==> config.mk <==
export PLATFORM = sky130hd
export DESIGN_NAME = axi_redirect_cfg_ctrl
export DESIGN_NICKNAME = d
export VERILOG_FILES = /design/src/rtl/axi_redirect_cfg_ctrl.sv
export SDC_FILE = /design/constraint.sdc
export NUM_CORES = 1
export LEC_CHECK = 0
export CORE_MARGIN = 2
export CORE_UTILIZATION = 45
export DETAILED_ROUTE_END_ITERATION = 7
export PLACE_DENSITY = 0.76
export SYNTH_ARGS = -nofsm -noshare
export SYNTH_HDL_FRONTEND = slang
export SYNTH_SLANG_ARGS = --single-unit
==> constraint.sdc <==
create_clock -name clk -period 1.48 [get_ports clk]
set_input_delay 0.222 -clock clk [delete_from_list [all_inputs] [get_ports clk]]
set_output_delay 0.222 -clock clk [all_outputs]
set_load 0.02 [all_outputs]
==> src/rtl/axi_redirect_cfg_ctrl.sv <==
// ---------------------------------------------------------------------------
// axi_redirect_cfg_ctrl
//
// Purpose: reprograms the AW decoder redirect (source_r / target_r /
// redirect_valid_r) at runtime without corrupting traffic in flight. On a
// request the AW path is closed at a legal AXI boundary, outstanding writes
// are drained, and the new mapping is applied atomically before the path
// reopens.
//
// State table:
//   state   | meaning
//   --------+-------------------------------------------------------------
//   S_IDLE  | waiting for cfg_req_i; request is checked and latched here
//   S_HOLD  | waiting for an AW boundary (no valid-without-ready pending)
//   S_DRAIN | AW held; waiting for outstanding writes to finish (timed)
//   S_APPLY | AW held; applied redirect registers load latched request
//   S_RESP  | one-cycle done/err pulse, then back to idle
//
// Ports:
//   clk, rst                 clock, synchronous active-high reset
//   cfg_req_i                level request, held until cfg_done_o
//   cfg_enable_i             1 = install redirect, 0 = remove it
//   cfg_source_i/target_i    requested redirect source / target port
//   cfg_done_o, cfg_err_o    completion pulse and its error qualifier
//   awvalid_i, awready_i     AW handshake observed at the decoder
//   aw_hold_o                forces upstream AW valid low
//   outstanding_trans_i      writes still pending downstream
//   source_r_o, target_r_o,
//   redirect_valid_r_o       applied redirect, to the decoder
//   busy_o                   controller not idle
// ---------------------------------------------------------------------------
module axi_redirect_cfg_ctrl #(
  parameter int N_INIT_PORT    = 8,
  parameter int LOG_N_INIT     = 3,
  parameter int TIMEOUT_CYCLES = 1024
) (
  input  logic                  clk,
  input  logic                  rst,
  input  logic                  cfg_req_i,
  input  logic                  cfg_enable_i,
  input  logic [LOG_N_INIT-1:0] cfg_source_i,
  input  logic [LOG_N_INIT-1:0] cfg_target_i,
  output logic                  cfg_done_o,
  output logic                  cfg_err_o,
  input  logic                  awvalid_i,
  input  logic                  awready_i,
  output logic                  aw_hold_o,
  input  logic                  outstanding_trans_i,
  output logic [LOG_N_INIT-1:0] source_r_o,
  output logic [LOG_N_INIT-1:0] target_r_o,
  output logic                  redirect_valid_r_o,
  output logic                  busy_o
);

  // Counter only has to reach TIMEOUT_CYCLES-1.
  localparam int CNT_W = (TIMEOUT_CYCLES > 1) ? $clog2(TIMEOUT_CYCLES) : 1;
  localparam int CNT_LAST_I = (TIMEOUT_CYCLES > 0) ? TIMEOUT_CYCLES - 1 : 0;
  localparam logic [CNT_W-1:0] CNT_LAST = CNT_W'(CNT_LAST_I);

  typedef enum logic [2:0] {
    S_IDLE,
    S_HOLD,
    S_DRAIN,
    S_APPLY,
    S_RESP
  } state_e;

  state_e                state_q, state_d;
  logic                  en_q, en_d;
  logic [LOG_N_INIT-1:0] src_q, src_d;
  logic [LOG_N_INIT-1:0] tgt_q, tgt_d;
  logic                  err_q, err_d;
  logic [CNT_W-1:0]      cnt_q, cnt_d;
  logic [LOG_N_INIT-1:0] src_r_q, src_r_d;
  logic [LOG_N_INIT-1:0] tgt_r_q, tgt_r_d;
  logic                  valid_r_q, valid_r_d;
  logic                  hold_q, hold_d;
  logic                  req_bad;
  logic                  aw_pending;

  // Only an install can be malformed; a removal ignores source/target.
  assign req_bad = cfg_enable_i &&
                   ((int'(cfg_source_i) >= N_INIT_PORT) ||
                    (int'(cfg_target_i) >= N_INIT_PORT) ||
                    (cfg_source_i == cfg_target_i));

  // Valid without ready means an AW beat is mid-handshake; dropping valid
  // now would violate AXI, so the hold may not rise.
  assign aw_pending = awvalid_i & ~awready_i;

  always_comb begin
    state_d   = state_q;
    en_d      = en_q;
    src_d     = src_q;
    tgt_d     = tgt_q;
    err_d     = err_q;
    cnt_d     = '0;
    src_r_d   = src_r_q;
    tgt_r_d   = tgt_r_q;
    valid_r_d = valid_r_q;

    case (state_q)
      S_IDLE: begin
        if (cfg_req_i) begin
          if (req_bad) begin
            err_d   = 1'b1;
            state_d = S_RESP;
          end else begin
            en_d    = cfg_enable_i;
            src_d   = cfg_source_i;
            tgt_d   = cfg_target_i;
            err_d   = 1'b0;
            state_d = S_HOLD;
          end
        end
      end
      S_HOLD: begin
        if (!aw_pending) state_d = S_DRAIN;
      end
      S_DRAIN: begin
        cnt_d = cnt_q + CNT_W'(1);
        // A drained downstream wins over a timeout in the same cycle.
        if (!outstanding_trans_i) begin
          state_d = S_APPLY;
        end else if ((TIMEOUT_CYCLES > 0) && (cnt_q == CNT_LAST)) begin
          err_d   = 1'b1;
          state_d = S_RESP;
        end
      end
      S_APPLY: begin
        valid_r_d = en_q;
        // A removal leaves the last source/target in place.
        if (en_q) begin
          src_r_d = src_q;
          tgt_r_d = tgt_q;
        end
        state_d = S_RESP;
      end
      S_RESP: begin
        state_d = S_IDLE;
      end
      default: begin
        state_d = S_IDLE;
      end
    endcase
  end

  // Hold is registered from the next state; in RESP it stays up only after
  // an apply so the decoder sees the new map before traffic resumes.
  always_comb begin
    hold_d = (state_d == S_DRAIN) || (state_d == S_APPLY) ||
             ((state_d == S_RESP) && (state_q == S_APPLY));
  end

  always_ff @(posedge clk) begin
    if (rst) begin
      state_q   <= S_IDLE;
      en_q      <= 1'b0;
      src_q     <= '0;
      tgt_q     <= '0;
      err_q     <= 1'b0;
      cnt_q     <= '0;
      src_r_q   <= '0;
      tgt_r_q   <= '0;
      valid_r_q <= 1'b0;
      hold_q    <= 1'b0;
    end else begin
      state_q   <= state_d;
      en_q      <= en_d;
      src_q     <= src_d;
      tgt_q     <= tgt_d;
      err_q     <= err_d;
      cnt_q     <= cnt_d;
      src_r_q   <= src_r_d;
      tgt_r_q   <= tgt_r_d;
      valid_r_q <= valid_r_d;
      hold_q    <= hold_d;
    end
  end

  assign cfg_done_o         = (state_q == S_RESP);
  assign cfg_err_o          = (state_q == S_RESP) & err_q;
  assign busy_o             = (state_q != S_IDLE);
  assign aw_hold_o          = hold_q;
  assign source_r_o         = src_r_q;
  assign target_r_o         = tgt_r_q;
  assign redirect_valid_r_o = valid_r_q;

endmodule

==> results.ini <==
[power]
powerDensity_mw_per_mm2=1072
power_frac_clock=0.312
leakage_nw=0.6606
power_frac_comb=0.206
p_seq_frac=0.482
ir_drop_mv=0.6729
swShare=0.2714
internal_power_mw=1.302
p_switching_mw=0.4851

[cells_and_area]
layout_commonest_cell=dfxtp_1
drive_gt1_frac=0.2035
fin_cells=203
diodes=0
post-route-util=0.6204
multi_input_area_um2=626.9
fin_nets=185
synthToLayoutAreaGrowth_pct=33.47
final_cell_mix=dfxtp_1, nor2_1, clkdlybuf4s50_1
ff_latch_area_um2=584.3
nFillCells=230

[synth]
synth_top_area_frac=0.4649
synthArstFlopShare=0
syn-instance-count=136
synth-adder-area-share=0.01002
syn-num-nets=150
synth.area.top_cells=dfxtp_1, nor2_1, xnor2_1
yosysUniqueCellTypes=38
yosys_register_bits=29
synth_flop_cell=dfxtp_1
synthXorXnorAreaFrac=0.07014
synth_mux_area_frac=0.04810
yosysSeqAreaShare=0.4649
synth_warnings=0
synth_edf_count=0
synth_top_family_by_area=simple AND/OR/NAND/NOR gates
synth-compound-area-share=0.08317
syn_area_per_cell_um2=9.182
netlist_area_mm2=0.001249
synthSimpleGateAreaFrac=0.2705
yosys.area.top_type=dfxtp_1

[cts]
root_buffer=clkbuf_4
cts_buffers=5
clock_path_buffers=2
cts_max_level=2
cts_tree=built
clk_latency_ns=0.33
cts.sinks=29
cts.clk_slew.worst_paths_ns=0.10
cts_hold_buf=0

[global_routing]
grt_pass1_vias=986
track_usage=0.1785
gr-total-overflow=0
antenna_found_initial=0
grt_pass1_wl_um=4340
grt_start_max_net_pins=20

[worst_setup_path]
slowest_delay_ns=0.56
critPathSlowestCell=or4b_4
path_delay_family=simple AND/OR/NAND/NOR gates
worstPathCellList=or4b_4 -> a41oi_4 -> buf_12 -> mux2i_1 -> nor2_1
end_kind=flip-flop
startpoint_type=flip-flop
cp.arrival_ns=1.87
worst-path-buf-inv=1
crit_fanout=7
crit_type=reg -> reg
cp.required_ns=1.69

[flow_run]
drv_cap=0

[placed_design]
routabilityCongestion=0.7569
post-place-ws_ns=-0.4673
dp_cells=193
io_buffers=23
hpwlAfterDp_um=1920

[timing]
tightest_slew_ns=0.3515
clock_skew_ns=0.01647
drv_slew=0
fmax_mhz=604.4
min_period_over_period=1.118
fin_ws_ns=-0.1746
hold_violations=0
fin_setup_tns_ns=-1.403
layout_min_cycle_time_ns=1.655
relSlewSlack=0.7640
finalSetupViolCount=11
rsz0062_at_grt=true

[drt]
via_per_inst=5.182
wl_um=2621
ant_nets=0
drc_errors=0
first_iter_violations=9
first_pass_iters=4
wl_per_cell_um=12.91
vias=1052

[die]
io_pins=24
dieArea_mm2=0.003212
core_area_mm2=0.002686
rows=19
start_util=0.4648
die_w_um=56.68
fp.dieH_um=56.68

[run_status]
violations=negative setup slack
status=finished with violations

[hold_path]
hold_class=reg -> reg

## stage by stage
| step | hold slack, ns | total power [mW] | area [um2] |
|---|---|---|---|
| after floorplan | 0.3691 | 1.062 | 1255 |
| after global placement | 0.4414 | 1.196 | 1560 |
| after detailed placement | 0.4485 | 1.210 | 1560 |
| after CTS | 0.4586 | 1.785 | 1643 |
| after global routing | 0.4855 | 1.876 | 1667 |
| final | 0.4565 | 1.787 | 1667 |
## what timing repair did
action,4_1_cts,5_1_grt
setup endpoints to repair,33,25
gates resized for setup,27,7
pin swaps,2,5
setup buffers,2,0
## per-layer routing
layer	up-vias	track usage	routed length, um
met1	478	0.1980	1090
li1	542	-	-
met4	0	0.06122	28
met3	3	0.07143	155
met2	29	0.3073	1347
met5	-	0	0
## kinds of logic (layout without fill, tap and decap cells)
kind of cell | Yosys count | count (layout)
flip-flops | 29 | 29
multiplexers | 6 | 6
adder cells (fa/ha/maj) | 1 | 1
AND/OR/NAND/NOR | 65 | 65
buffers and inverters | 11 | 47
XOR/XNOR | 10 | 10
AO/OA/AOI/OAI | 14 | 14
## power groups by stage
stage | sequential, mW | clock, mW | combinational, mW
global placement | 0.874 | 0 | 0.322
floorplan | 0.875 | 0 | 0.187
finish | 0.862 | 0.557 | 0.368
global route | 0.866 | 0.619 | 0.391
detailed placement | 0.876 | 0 | 0.333
CTS | 0.858 | 0.571 | 0.356
## worst register-to-register path, cell delays in order, from the launching register on
cell and delay (ns):
dfxtp_2 0.35, or4b_4 0.56, a41oi_4 0.24, buf_12 0.16, mux2i_1 0.18, nor2_1 0.05
## registers in the layout, indices dropped and copies added, names as in the netlist
register / cells
aw_hold_o: 1
cnt_q: 10
en_q: 1
err_q: 1
redirect_valid_r_o: 1
source_r_o: 3
src_q: 3
state_q: 3
target_r_o: 3
tgt_q: 3
## Yosys cell counts (all sizes together), types with 2 or more instances
cell and number:
dfxtp 29, nor2 19, nand3 10, nand2 9, nor3 9, a21oi 8, xnor2 7, mux2i 6
clkbuf 4, inv 4, and3 3, xor2 3, buf 2, nor3b 2, or3 2
## final cells by class
class,instances,share of cell area
multi-input combinational,96,0.3761
sequential,29,0.3506
timing repair buffer,35,0.1989
clock buffer,7,0.03904
tap,31,0.02327
inverter,4,0.009009
clock inverter,1,0.003003
## path summary, 6_finish.rpt
| check | start | to | slack (ns) | cells past startpoint |
|---|---|---|---|---|
| worst min-delay path | target_r_o[2] | target_r_o[2] | 0.46 | 2 |
| worst max-delay path | state_q[1] | src_q[0] | -0.17 | 5 |
| worst max register to register | state_q[1] | src_q[0] | -0.17 | 5 |
| worst min register to register | target_r_o[2] | target_r_o[2] | 0.46 | 2 |
Note: power is estimated with default switching activity, not from simulation.
